**src/rtl/tt_ac3e_pkg.sv**
```systemverilog
// Shared constants and helpers for the AC3E Tiny Tapeout I/O engine.
package tt_ac3e_pkg;

   // Engine mode encodings as seen on synced uio_in[1:0]
   localparam logic [1:0] MODE_INV   = 2'b00;
   localparam logic [1:0] MODE_COUNT = 2'b01;
   localparam logic [1:0] MODE_LFSR  = 2'b10;
   localparam logic [1:0] MODE_EDGE  = 2'b11;

   // Default Galois feedback mask (maximal length for 8 bits)
   localparam logic [7:0] LFSR_TAPS_DEF = 8'hB8;

   // Upper nibble of uio is output (status), lower nibble is input (control)
   localparam logic [7:0] UIO_OE_MASK = 8'hF0;

   // One Galois LFSR shift; a zero state stays zero
   function automatic logic [7:0] lfsr_next(input logic [7:0] d, input logic [7:0] taps);
      logic [7:0] fb;
      if (d[0]) begin
         fb = taps;
      end else begin
         fb = 8'h00;
      end
      return (d >> 1) ^ fb;
   endfunction

endpackage

```
**src/rtl/ac3e_sync.sv**
```systemverilog
// N-flop synchroniser for slow asynchronous control inputs.
module ac3e_sync #(
   parameter int WIDTH  = 4,
   parameter int STAGES = 2
) (
   input  logic             i_clk,
   input  logic             i_rst_n,
   input  logic [WIDTH-1:0] i_d,
   output logic [WIDTH-1:0] o_q
);

   logic [WIDTH-1:0] r_stg [STAGES];

   // Shift the raw input through the synchroniser chain
   always_ff @(posedge i_clk or negedge i_rst_n) begin
      if (!i_rst_n) begin
         for (int i = 0; i < STAGES; i++) begin
            r_stg[i] <= '0;
         end
      end else begin
         r_stg[0] <= i_d;
         for (int i = 1; i < STAGES; i++) begin
            r_stg[i] <= r_stg[i-1];
         end
      end
   end

   assign o_q = r_stg[STAGES-1];

endmodule

```
**src/rtl/tt_um_ac3e_io_engine.sv**
```systemverilog
// Tiny Tapeout user top: registered data engine with INV/COUNT/LFSR/EDGE modes.
module tt_um_ac3e_io_engine
   import tt_ac3e_pkg::*;
#(
   parameter int             WIDTH       = 8,
   parameter int             SYNC_STAGES = 2,
   parameter int             PRESCALE    = 1,
   parameter logic [7:0]     LFSR_TAPS   = LFSR_TAPS_DEF
) (
   input  logic       clk,
   input  logic       rst_n,
   input  logic       ena,
   input  logic [7:0] ui_in,
   output logic [7:0] uo_out,
   input  logic [7:0] uio_in,
   output logic [7:0] uio_out,
   output logic [7:0] uio_oe
);

   localparam int             PCW    = (PRESCALE > 1) ? $clog2(PRESCALE) : 1;
   localparam logic [PCW-1:0] P_LAST = PCW'(PRESCALE - 1);

   // Synchronised controls
   logic [3:0]       w_ctl;
   logic [1:0]       w_mode;
   logic             w_load;
   logic             w_run;

   // Pulse detectors
   logic [1:0]       r_mode_prev;
   logic             r_load_prev;
   logic             w_load_p;
   logic             w_mode_chg;

   // Data sampling
   logic [WIDTH-1:0] r_ui_q;
   logic [WIDTH-1:0] r_ui_prev;

   // Prescaler
   logic [PCW-1:0]   r_pcnt;
   logic [PCW-1:0]   w_pcnt_nxt;
   logic             w_tick;

   // Engine
   logic [WIDTH-1:0] r_d;
   logic [WIDTH-1:0] w_d_nxt;
   logic [WIDTH-1:0] w_lfsr;
   logic             w_wrap_nxt;
   logic             r_tick;
   logic             r_wrap;

   logic             w_unused;

   assign w_unused = &{ena, uio_in[7:4], ui_in, 1'b0};

   ac3e_sync #(
      .WIDTH  (4),
      .STAGES (SYNC_STAGES)
   ) u_sync (
      .i_clk   (clk),
      .i_rst_n (rst_n),
      .i_d     (uio_in[3:0]),
      .o_q     (w_ctl)
   );

   assign w_mode     = w_ctl[1:0];
   assign w_load     = w_ctl[2];
   assign w_run      = w_ctl[3];
   assign w_load_p   = w_load & ~r_load_prev;
   assign w_mode_chg = (w_mode != r_mode_prev);

   // Register data input and keep its previous value for rising-edge detection
   always_ff @(posedge clk or negedge rst_n) begin
      if (!rst_n) begin
         r_ui_q    <= '0;
         r_ui_prev <= '0;
      end else begin
         r_ui_q    <= ui_in[WIDTH-1:0];
         r_ui_prev <= r_ui_q;
      end
   end

   // Remember last synced load and mode to form one-cycle pulses
   always_ff @(posedge clk or negedge rst_n) begin
      if (!rst_n) begin
         r_load_prev <= 1'b0;
         r_mode_prev <= MODE_INV;
      end else begin
         r_load_prev <= w_load;
         r_mode_prev <= w_mode;
      end
   end

   // Prescaler next count and tick: wraps in the tick cycle, parked at 0 while idle
   always_comb begin
      w_tick     = 1'b0;
      w_pcnt_nxt = r_pcnt;
      if (!w_run) begin
         w_pcnt_nxt = '0;
      end else if (r_pcnt == P_LAST) begin
         w_tick     = 1'b1;
         w_pcnt_nxt = '0;
      end else begin
         w_pcnt_nxt = r_pcnt + PCW'(1);
      end
   end

   // Prescaler count register
   always_ff @(posedge clk or negedge rst_n) begin
      if (!rst_n) begin
         r_pcnt <= '0;
      end else begin
         r_pcnt <= w_pcnt_nxt;
      end
   end

   assign w_lfsr = WIDTH'(lfsr_next(8'(r_d), 8'(LFSR_TAPS[WIDTH-1:0])));

   // Engine next state: mode change beats load, load beats tick
   always_comb begin
      w_d_nxt    = r_d;
      w_wrap_nxt = 1'b0;
      if (w_mode_chg) begin
         w_d_nxt = '0;
      end else begin
         case (w_mode)
            MODE_INV: begin
               w_d_nxt = ~r_ui_q;
            end
            MODE_COUNT: begin
               if (w_load_p) begin
                  w_d_nxt = r_ui_q;
               end else if (w_tick) begin
                  w_d_nxt    = r_d + WIDTH'(1);
                  w_wrap_nxt = &r_d;
               end else begin
                  w_d_nxt = r_d;
               end
            end
            MODE_LFSR: begin
               if (w_load_p) begin
                  if (r_ui_q == '0) begin
                     w_d_nxt = WIDTH'(1);
                  end else begin
                     w_d_nxt = r_ui_q;
                  end
               end else if (w_tick) begin
                  w_d_nxt = w_lfsr;
               end else begin
                  w_d_nxt = r_d;
               end
            end
            MODE_EDGE: begin
               if (w_load_p) begin
                  w_d_nxt = '0;
               end else begin
                  w_d_nxt = r_d | (r_ui_q & ~r_ui_prev);
               end
            end
            default: begin
               w_d_nxt = r_d;
            end
         endcase
      end
   end

   // Data register and registered status flags
   always_ff @(posedge clk or negedge rst_n) begin
      if (!rst_n) begin
         r_d    <= '0;
         r_tick <= 1'b0;
         r_wrap <= 1'b0;
      end else begin
         r_d    <= w_d_nxt;
         r_tick <= w_tick;
         r_wrap <= w_wrap_nxt;
      end
   end

   assign uo_out  = 8'(r_d);
   assign uio_out = {w_mode, r_wrap, r_tick, 4'b0000};
   assign uio_oe  = UIO_OE_MASK;

endmodule
```
**config.mk**
```make
export PLATFORM = sky130hd
export DESIGN_NAME = tt_um_ac3e_io_engine
export DESIGN_NICKNAME = d
export VERILOG_FILES = /design/src/rtl/tt_ac3e_pkg.sv /design/src/rtl/ac3e_sync.sv /design/src/rtl/tt_um_ac3e_io_engine.sv
export SDC_FILE = /design/constraint.sdc
export NUM_CORES = 1
export LEC_CHECK = 0
export CAP_MARGIN = 10
export CELL_PAD_IN_SITES_DETAIL_PLACEMENT = 0
export CELL_PAD_IN_SITES_GLOBAL_PLACEMENT = 2
export CORE_AREA = 2 2 87 89
export DETAILED_ROUTE_END_ITERATION = 7
export DIE_AREA = 0 0 89 91
export GPL_TIMING_DRIVEN = 0
export HOLD_SLACK_MARGIN = 0.1
export PLACE_DENSITY_LB_ADDON = 0.1
export SKIP_CTS_REPAIR_TIMING = 1
export SLEW_MARGIN = 20
export SYNTH_ARGS = -nofsm -noshare
export SYNTH_HDL_FRONTEND = slang
export SYNTH_HIERARCHICAL = 1
export SYNTH_SLANG_ARGS = --single-unit
```
**constraint.sdc**
```tcl
create_clock -name clk -period 1.42 [get_ports clk]
set_input_delay 0.355 -clock clk [delete_from_list [all_inputs] [get_ports clk]]
set_output_delay 0.355 -clock clk [all_outputs]
set_load 0.01 [all_outputs]
```
==> metrics.txt, run 1 <==
run status complete, but fails checks; violations in the final reports negative setup slack; initial antenna violation count 0; share of final-layout standard cells stronger than drive strength 1 33.3%; sequential area share after synthesis 49.1%; cells along the critical path buf_6 > nand2b_4 > a211oi_4 > nor2b_4 > buf_8 > a41o_1 > a22o_1; type of the worst min-delay path register to register; final setup violation count 8; Critical Path AT 1.84 ns; final wirelength 5020 um; slowest cell delay on critical path 0.38 ns; count of warnings emitted by yosys 6; vias after detailed routing 1580; CTS tree done; Skew-Pair Late Insertion Delay 0.29 ns; CP startpoint kind register; Final ANT Viol Nets 0; total routing usage reported by global routing 12.7%; final worst path period share 114%; routed via count divided by cell count 4.35; final hold violations 0; setup slack at placement -0.275 ns; number of rows in the core area 31; unrepaired setup endpoints after global routing true; Worst path top cell family by delay compound AO/OA/AOI/OAI gates; I/O pin total 43; post-route clock skew 0.00951 ns; number of pins exceeding their max-slew limit in the final report 0; cell taking the most area after synthesis sky130_fd_sc_hd__dfrtp_1; worst setup slack after layout -0.197 ns; final critical path time including I/O delays and setup 1.62 ns; maximum clock insertion buffer count 2; maximum VDD drop 0.341 mV; Area Growth Syn to Fin 47.7%; Iteration-0 DRC Markers 54; die span in y 91 um; count of input and output buffers 25; commonest cells after routing, fill and taps aside 35 x sky130_fd_sc_hd__buf_4, 29 x sky130_fd_sc_hd__dfrtp_1, 25 x sky130_fd_sc_hd__nand2_1, 18 x sky130_fd_sc_hd__a21oi_1; Util after Layout 39.0%; FMAX 618 MHz; level count of the clock H-tree 2; max_cap viols 0; Die X-Extent 89 um; power density cells 863 mW/mm^2; register clock-pin slew on the reported worst setup and hold paths 0.08 ns; final RePlAce weighted congestion 0.785; flip-flop and latch count after synthesis 37; most common library cell in the layout ignoring fill and taps sky130_fd_sc_hd__buf_4; sum of overflow across all layers after global routing 0; count of mapped cells out of synthesis 199; core outline area 0.00714 mm^2; first-pass GRT wire length 7890 um; 1st-pass router iterations 4; half-perimeter wire length of the detailed placement result 3550 um; Worst Setup Path Type register to register; pin count of the biggest net entering global routing 24; biggest area contributors in the synthesized netlist sky130_fd_sc_hd__dfrtp_1 49%, sky130_fd_sc_hd__buf_4 7.6%, sky130_fd_sc_hd__nand2_1 6.4%; Crit. End Element register; total die area 0.00810 mm^2; via count of the first global-routing pass 1514; post-synth design cell area 0.00189 mm^2; post-synth cell types 43; clock buffers created by TritonCTS 5; total DRC errors in the routed layout 0; average routed wire per standard cell 13.8 um; leakage power 1.37 nW; fraction of post-synthesis cell area in the top cell type by area 49.1%; number of buffer and inverter stages on the critical path 2; cell at the root of the clock tree sky130_fd_sc_hd__clkbuf_8; Initial Utilization 26.4%; data required time of the critical path 1.64 ns; n_diodes 0; maximum fanout along the worst path 7; number of clock sinks 37; worst slack on hold paths 0.353 ns; number of nets at the end of the flow 283; Synth Area per Inst 9.48 um^2; Max stage delay cell, worst path sky130_fd_sc_hd__dfrtp_1
==> cell type report <==
type,instances,area (um^2)
fillers,757,4350
flip-flops and latches,37,936
multi-input cells,136,881
repair buffers,47,483
plain buffers,29,245
well taps,99,124
clock buffers,5,68.8
inverters,7,26.3
clock inverters,3,22.5
==> through the flow <==
stage,cells,area [um^2],total power [mW],setup TNS [ns]
final,363,2790,2.41,-1.12
after global routing,363,2790,2.54,-1.90
after CTS,342,2440,2.36,-4.97
after detailed placement,334,2350,1.58,-1.81
after global placement,333,2330,1.58,-36.44
after floorplan,209,1960,1.41,-0.0883
==> worst register-to-register path: stages (launching register included) <==
cell	delay (ns)
sky130_fd_sc_hd__dfrtp_1	0.38
sky130_fd_sc_hd__buf_6	0.13
sky130_fd_sc_hd__nand2b_4	0.15
sky130_fd_sc_hd__a211oi_4	0.30
sky130_fd_sc_hd__nor2b_4	0.21
sky130_fd_sc_hd__buf_8	0.14
sky130_fd_sc_hd__a41o_1	0.10
sky130_fd_sc_hd__a22o_1	0.13
==> cell families after synthesis <==
| kind of cell | count (synthesis) | synth area share [%] |
|---|---|---|
| xor+xnor | 10 | 4.64 |
| compound gates | 46 | 16.2 |
| flops | 37 | 49.1 |
| buf+inv | 36 | 11.8 |
| simple gates | 65 | 16.2 |
| fa+ha+maj | 1 | 0.663 |
| mux | 2 | 1.06 |
| other cells | 2 | 0.398 |
==> report_power, final <==
| group | leakage (nW) | switching, mW | internal, mW |
|---|---|---|---|
| combinational | 0.886 | 0.240 | 0.256 |
| sequential | 0.439 | 0.0481 | 1.11 |
| clock | 0.0481 | 0.403 | 0.348 |
==> cell usage after synthesis <==
| cell | n |
|---|---|
| sky130_fd_sc_hd__a21oi_1 | 18 |
| sky130_fd_sc_hd__nand3b_1 | 1 |
| sky130_fd_sc_hd__o2bb2ai_1 | 1 |
| sky130_fd_sc_hd__o221ai_1 | 1 |
| sky130_fd_sc_hd__nor2b_1 | 4 |
| sky130_fd_sc_hd__buf_2 | 7 |
| sky130_fd_sc_hd__inv_2 | 1 |
| sky130_fd_sc_hd__nand3_1 | 4 |
| sky130_fd_sc_hd__nand2b_4 | 1 |
| sky130_fd_sc_hd__a211oi_2 | 1 |
| sky130_fd_sc_hd__buf_4 | 19 |
| sky130_fd_sc_hd__o21a_1 | 1 |
| sky130_fd_sc_hd__o311ai_0 | 2 |
| sky130_fd_sc_hd__a22o_1 | 1 |
| sky130_fd_sc_hd__o32ai_1 | 4 |
| sky130_fd_sc_hd__buf_6 | 1 |
| sky130_fd_sc_hd__xnor2_1 | 7 |
| sky130_fd_sc_hd__and2b_1 | 1 |
| sky130_fd_sc_hd__nand4_1 | 2 |
| sky130_fd_sc_hd__or4_1 | 1 |
| sky130_fd_sc_hd__ha_1 | 1 |
| sky130_fd_sc_hd__a31oi_1 | 1 |
| sky130_fd_sc_hd__a211oi_1 | 2 |
| sky130_fd_sc_hd__nor4_1 | 1 |
| sky130_fd_sc_hd__o21ai_0 | 6 |
| sky130_fd_sc_hd__clkbuf_1 | 2 |
| sky130_fd_sc_hd__o211ai_1 | 2 |
| sky130_fd_sc_hd__a2bb2oi_1 | 1 |
| sky130_fd_sc_hd__o311ai_1 | 2 |
| sky130_fd_sc_hd__xor2_1 | 3 |
| sky130_fd_sc_hd__nor3_1 | 4 |
| sky130_fd_sc_hd__dfrtp_1 | 37 |
| sky130_fd_sc_hd__and3_1 | 2 |
| sky130_fd_sc_hd__conb_1 | 2 |
| sky130_fd_sc_hd__o31ai_1 | 1 |
| sky130_fd_sc_hd__or3_1 | 1 |
| sky130_fd_sc_hd__o22ai_1 | 1 |
| sky130_fd_sc_hd__nor2_1 | 9 |
| sky130_fd_sc_hd__nand2_1 | 32 |
| sky130_fd_sc_hd__a41o_1 | 1 |
| sky130_fd_sc_hd__nand2b_1 | 2 |
| sky130_fd_sc_hd__inv_1 | 6 |
| sky130_fd_sc_hd__mux2i_1 | 2 |
==> state kept, by name, indices dropped and copies added (netlist names) <==
name / flops
u_sync/o_q: 4
r_ui_q: 8
r_mode_prev: 2
r_load_prev: 1
u_sync/r_stg: 4
r_ui_prev: 8
r_wrap: 1
r_tick: 1
uo_out: 8
==> per-layer routing <==
layer | share of wire [%] | GRT usage (%)
met1 | 49 | 17.8
met2 | 47 | 19.5
met3 | 3.9 | 3.09
met4 | 0.70 | 3.61
met5 | 0 | 0
==> worst paths after layout <==
| path | from | endpoint | slack [ns] | cells after the start |
|---|---|---|---|---|
| max | u_sync/o_q[1]$_DFF_PN0_ | uo_out[6]$_DFFE_PN0P_ | -0.20 | 7 |
| min | u_sync/r_stg[7]$_DFF_PN0_ | u_sync/o_q[3]$_DFF_PN0_ | 0.35 | 0 |
| max reg2reg | u_sync/o_q[1]$_DFF_PN0_ | uo_out[6]$_DFFE_PN0P_ | -0.20 | 7 |
| min reg2reg | u_sync/r_stg[7]$_DFF_PN0_ | u_sync/o_q[3]$_DFF_PN0_ | 0.35 | 0 |
| max in group asynchronous | rst_n | r_ui_q[7]$_DFF_PN0_ | 0.44 | 3 |
| min in group asynchronous | rst_n | uo_out[2]$_DFFE_PN0P_ | 0.53 | 2 |
No activity file was read; power rests on OpenSTA's default activity.
==> run 2, diff against run 1 <==
- PLACE_DENSITY_LB_ADDON: 0.1 -> 0.12
==> metrics.txt, run 2 (same netlist as run 1, synthesis figures left out) <==
Util after Layout 40.0%; count of input and output buffers 25; sum of overflow across all layers after global routing 0; pin count of the biggest net entering global routing 25; final RePlAce weighted congestion 0.775; maximum VDD drop 0.374 mV; run status complete, but fails checks; violations in the final reports negative setup slack; total die area 0.00810 mm^2; die span in y 91 um; total routing usage reported by global routing 12.8%; core outline area 0.00714 mm^2; count of cells along the worst hold path 0; number of pins exceeding their max-slew limit in the final report 0; post-route standard cell area excluding fillers 0.00286 mm^2; Iteration-0 DRC Markers 43; maximum fanout along the worst path 6; max_cap viols 0; cell at the root of the clock tree sky130_fd_sc_hd__clkbuf_8; Critical R2R Launch u_sync/o_q[0]$_DFF_PN0_; worst setup slack after layout -0.184 ns; Area after DPL 0.00235 mm^2; Skew-Pair Late Insertion Delay 0.30 ns; maximum clock insertion buffer count 2; number of cells traversed by the worst register-to-register path 7; power density cells 857 mW/mm^2; Die X-Extent 89 um; final-layout setup total negative slack -1.23 ns; beginning of the critical path u_sync/o_q[0]$_DFF_PN0_; vias after detailed routing 1571; share of final-layout standard cells stronger than drive strength 1 33.7%; endpoint of the worst register-to-register path uo_out[6]$_DFFE_PN0P_; post-route clock skew 0.00864 ns; leakage power 1.40 nW; final setup violation count 8; final critical path time including I/O delays and setup 1.60 ns; 1st-pass router iterations 4; Initial Utilization 26.4%; number of clock sinks 37; final hold violations 0; reg-to-reg slack, setup -0.18 ns; CTS tree done; register clock-pin slew on the reported worst setup and hold paths 0.08 ns; final wirelength 5240 um; n_diodes 0; Worst Setup Path Type register to register; half-perimeter wire length of the detailed placement result 3410 um; level count of the clock H-tree 2; initial antenna violation count 0; worst slack on hold paths 0.352 ns; total DRC errors in the routed layout 0; routed via count divided by cell count 4.36; Crit. End Element register; Critical Path AT 1.85 ns; I/O pin total 43; endpoint of the worst hold-timing path u_sync/o_q[0]$_DFF_PN0_; final worst path period share 113%; clock buffers created by TritonCTS 5; most common library cell in the layout ignoring fill and taps sky130_fd_sc_hd__dfrtp_1; FMAX 623 MHz; number of rows in the core area 31; via count of the first global-routing pass 1471; type of the worst min-delay path register to register; Final ANT Viol Nets 0; number of nets at the end of the flow 280; origin of the worst min-delay path u_sync/r_stg[4]$_DFF_PN0_; CP startpoint kind register; first-pass GRT wire length 7800 um; Area Growth Syn to Fin 51.5%; unrepaired setup endpoints after global routing true; commonest cells after routing, fill and taps aside 31 x sky130_fd_sc_hd__dfrtp_1, 28 x sky130_fd_sc_hd__buf_4, 25 x sky130_fd_sc_hd__nand2_1, 18 x sky130_fd_sc_hd__a21oi_1; data required time of the critical path 1.66 ns; average routed wire per standard cell 14.5 um
run 2: cell types whose count changed in the layout (fill, tap and decap cells not counted), sizes merged:
| cell | previous run | this run |
|---|---|---|
| clkinvlp | 0 | 1 |
| clkinv | 3 | 1 |
| buf | 47 | 44 |
| inv | 7 | 8 |
run 2: layout make-up:
type,instances,area [um^2]
Buffer,29,267
Clock buffer,5,68.8
Clock inverter,3,21.3
Fill cell,756,4280
Inverter,7,26.3
Multi-Input combinational cell,136,933
Sequential cell,37,933
Tap cell,99,124
Timing Repair Buffer,44,484
run 2: critical path, stage by stage (launching register included):
cell	delay, ns
sky130_fd_sc_hd__dfrtp_1	0.38
sky130_fd_sc_hd__buf_6	0.13
sky130_fd_sc_hd__nand2b_4	0.16
sky130_fd_sc_hd__a211oi_4	0.30
sky130_fd_sc_hd__nor2b_4	0.20
sky130_fd_sc_hd__buf_6	0.15
sky130_fd_sc_hd__a41o_1	0.10
sky130_fd_sc_hd__a22o_1	0.13
run 2: layer usage:
layer	vias to the layer above	track usage (%)	part of all wire [%]
met5	-	0	0
met3	8	2.91	4.4
met2	37	18.7	47
met4	0	4.85	1.5
li1	776	-	-
met1	750	18.4	47
run 2: how the worst max path moves through the flow:
| stage | endpoint | slack [ns] |
|---|---|---|
| after CTS | uo_out[3] | -0.36 |
| after global routing | uo_out[0]$_DFFE_PN0P_ | -0.31 |
| final | uo_out[6]$_DFFE_PN0P_ | -0.18 |
| after floorplan | uo_out[6]$_DFFE_PN0P_ | -0.09 |
| after global placement | uo_out[1]$_DFFE_PN0P_ | -1.06 |
| after detailed placement | uo_out[0]$_DFFE_PN0P_ | -0.23 |
run 2: where the power goes:
group / total (mW) / leakage [nW] / internal (mW) / switching [mW]
combinational: 0.527 / 0.912 / 0.274 / 0.253
sequential: 1.16 / 0.440 / 1.11 / 0.0500
clock: 0.764 / 0.0445 / 0.348 / 0.416
total: 2.45 / 1.40 / 1.73 / 0.718
run 2: stage by stage:
step	std cells	setup WS (ns)	power, mW
2_1_floorplan	209	-0.0883	1.41
3_3_place_gp	333	-1.06	1.58
3_5_place_dp	334	-0.230	1.58
4_1_cts	342	-0.359	2.37
5_1_grt	360	-0.309	2.59
6_report	360	-0.184	2.45
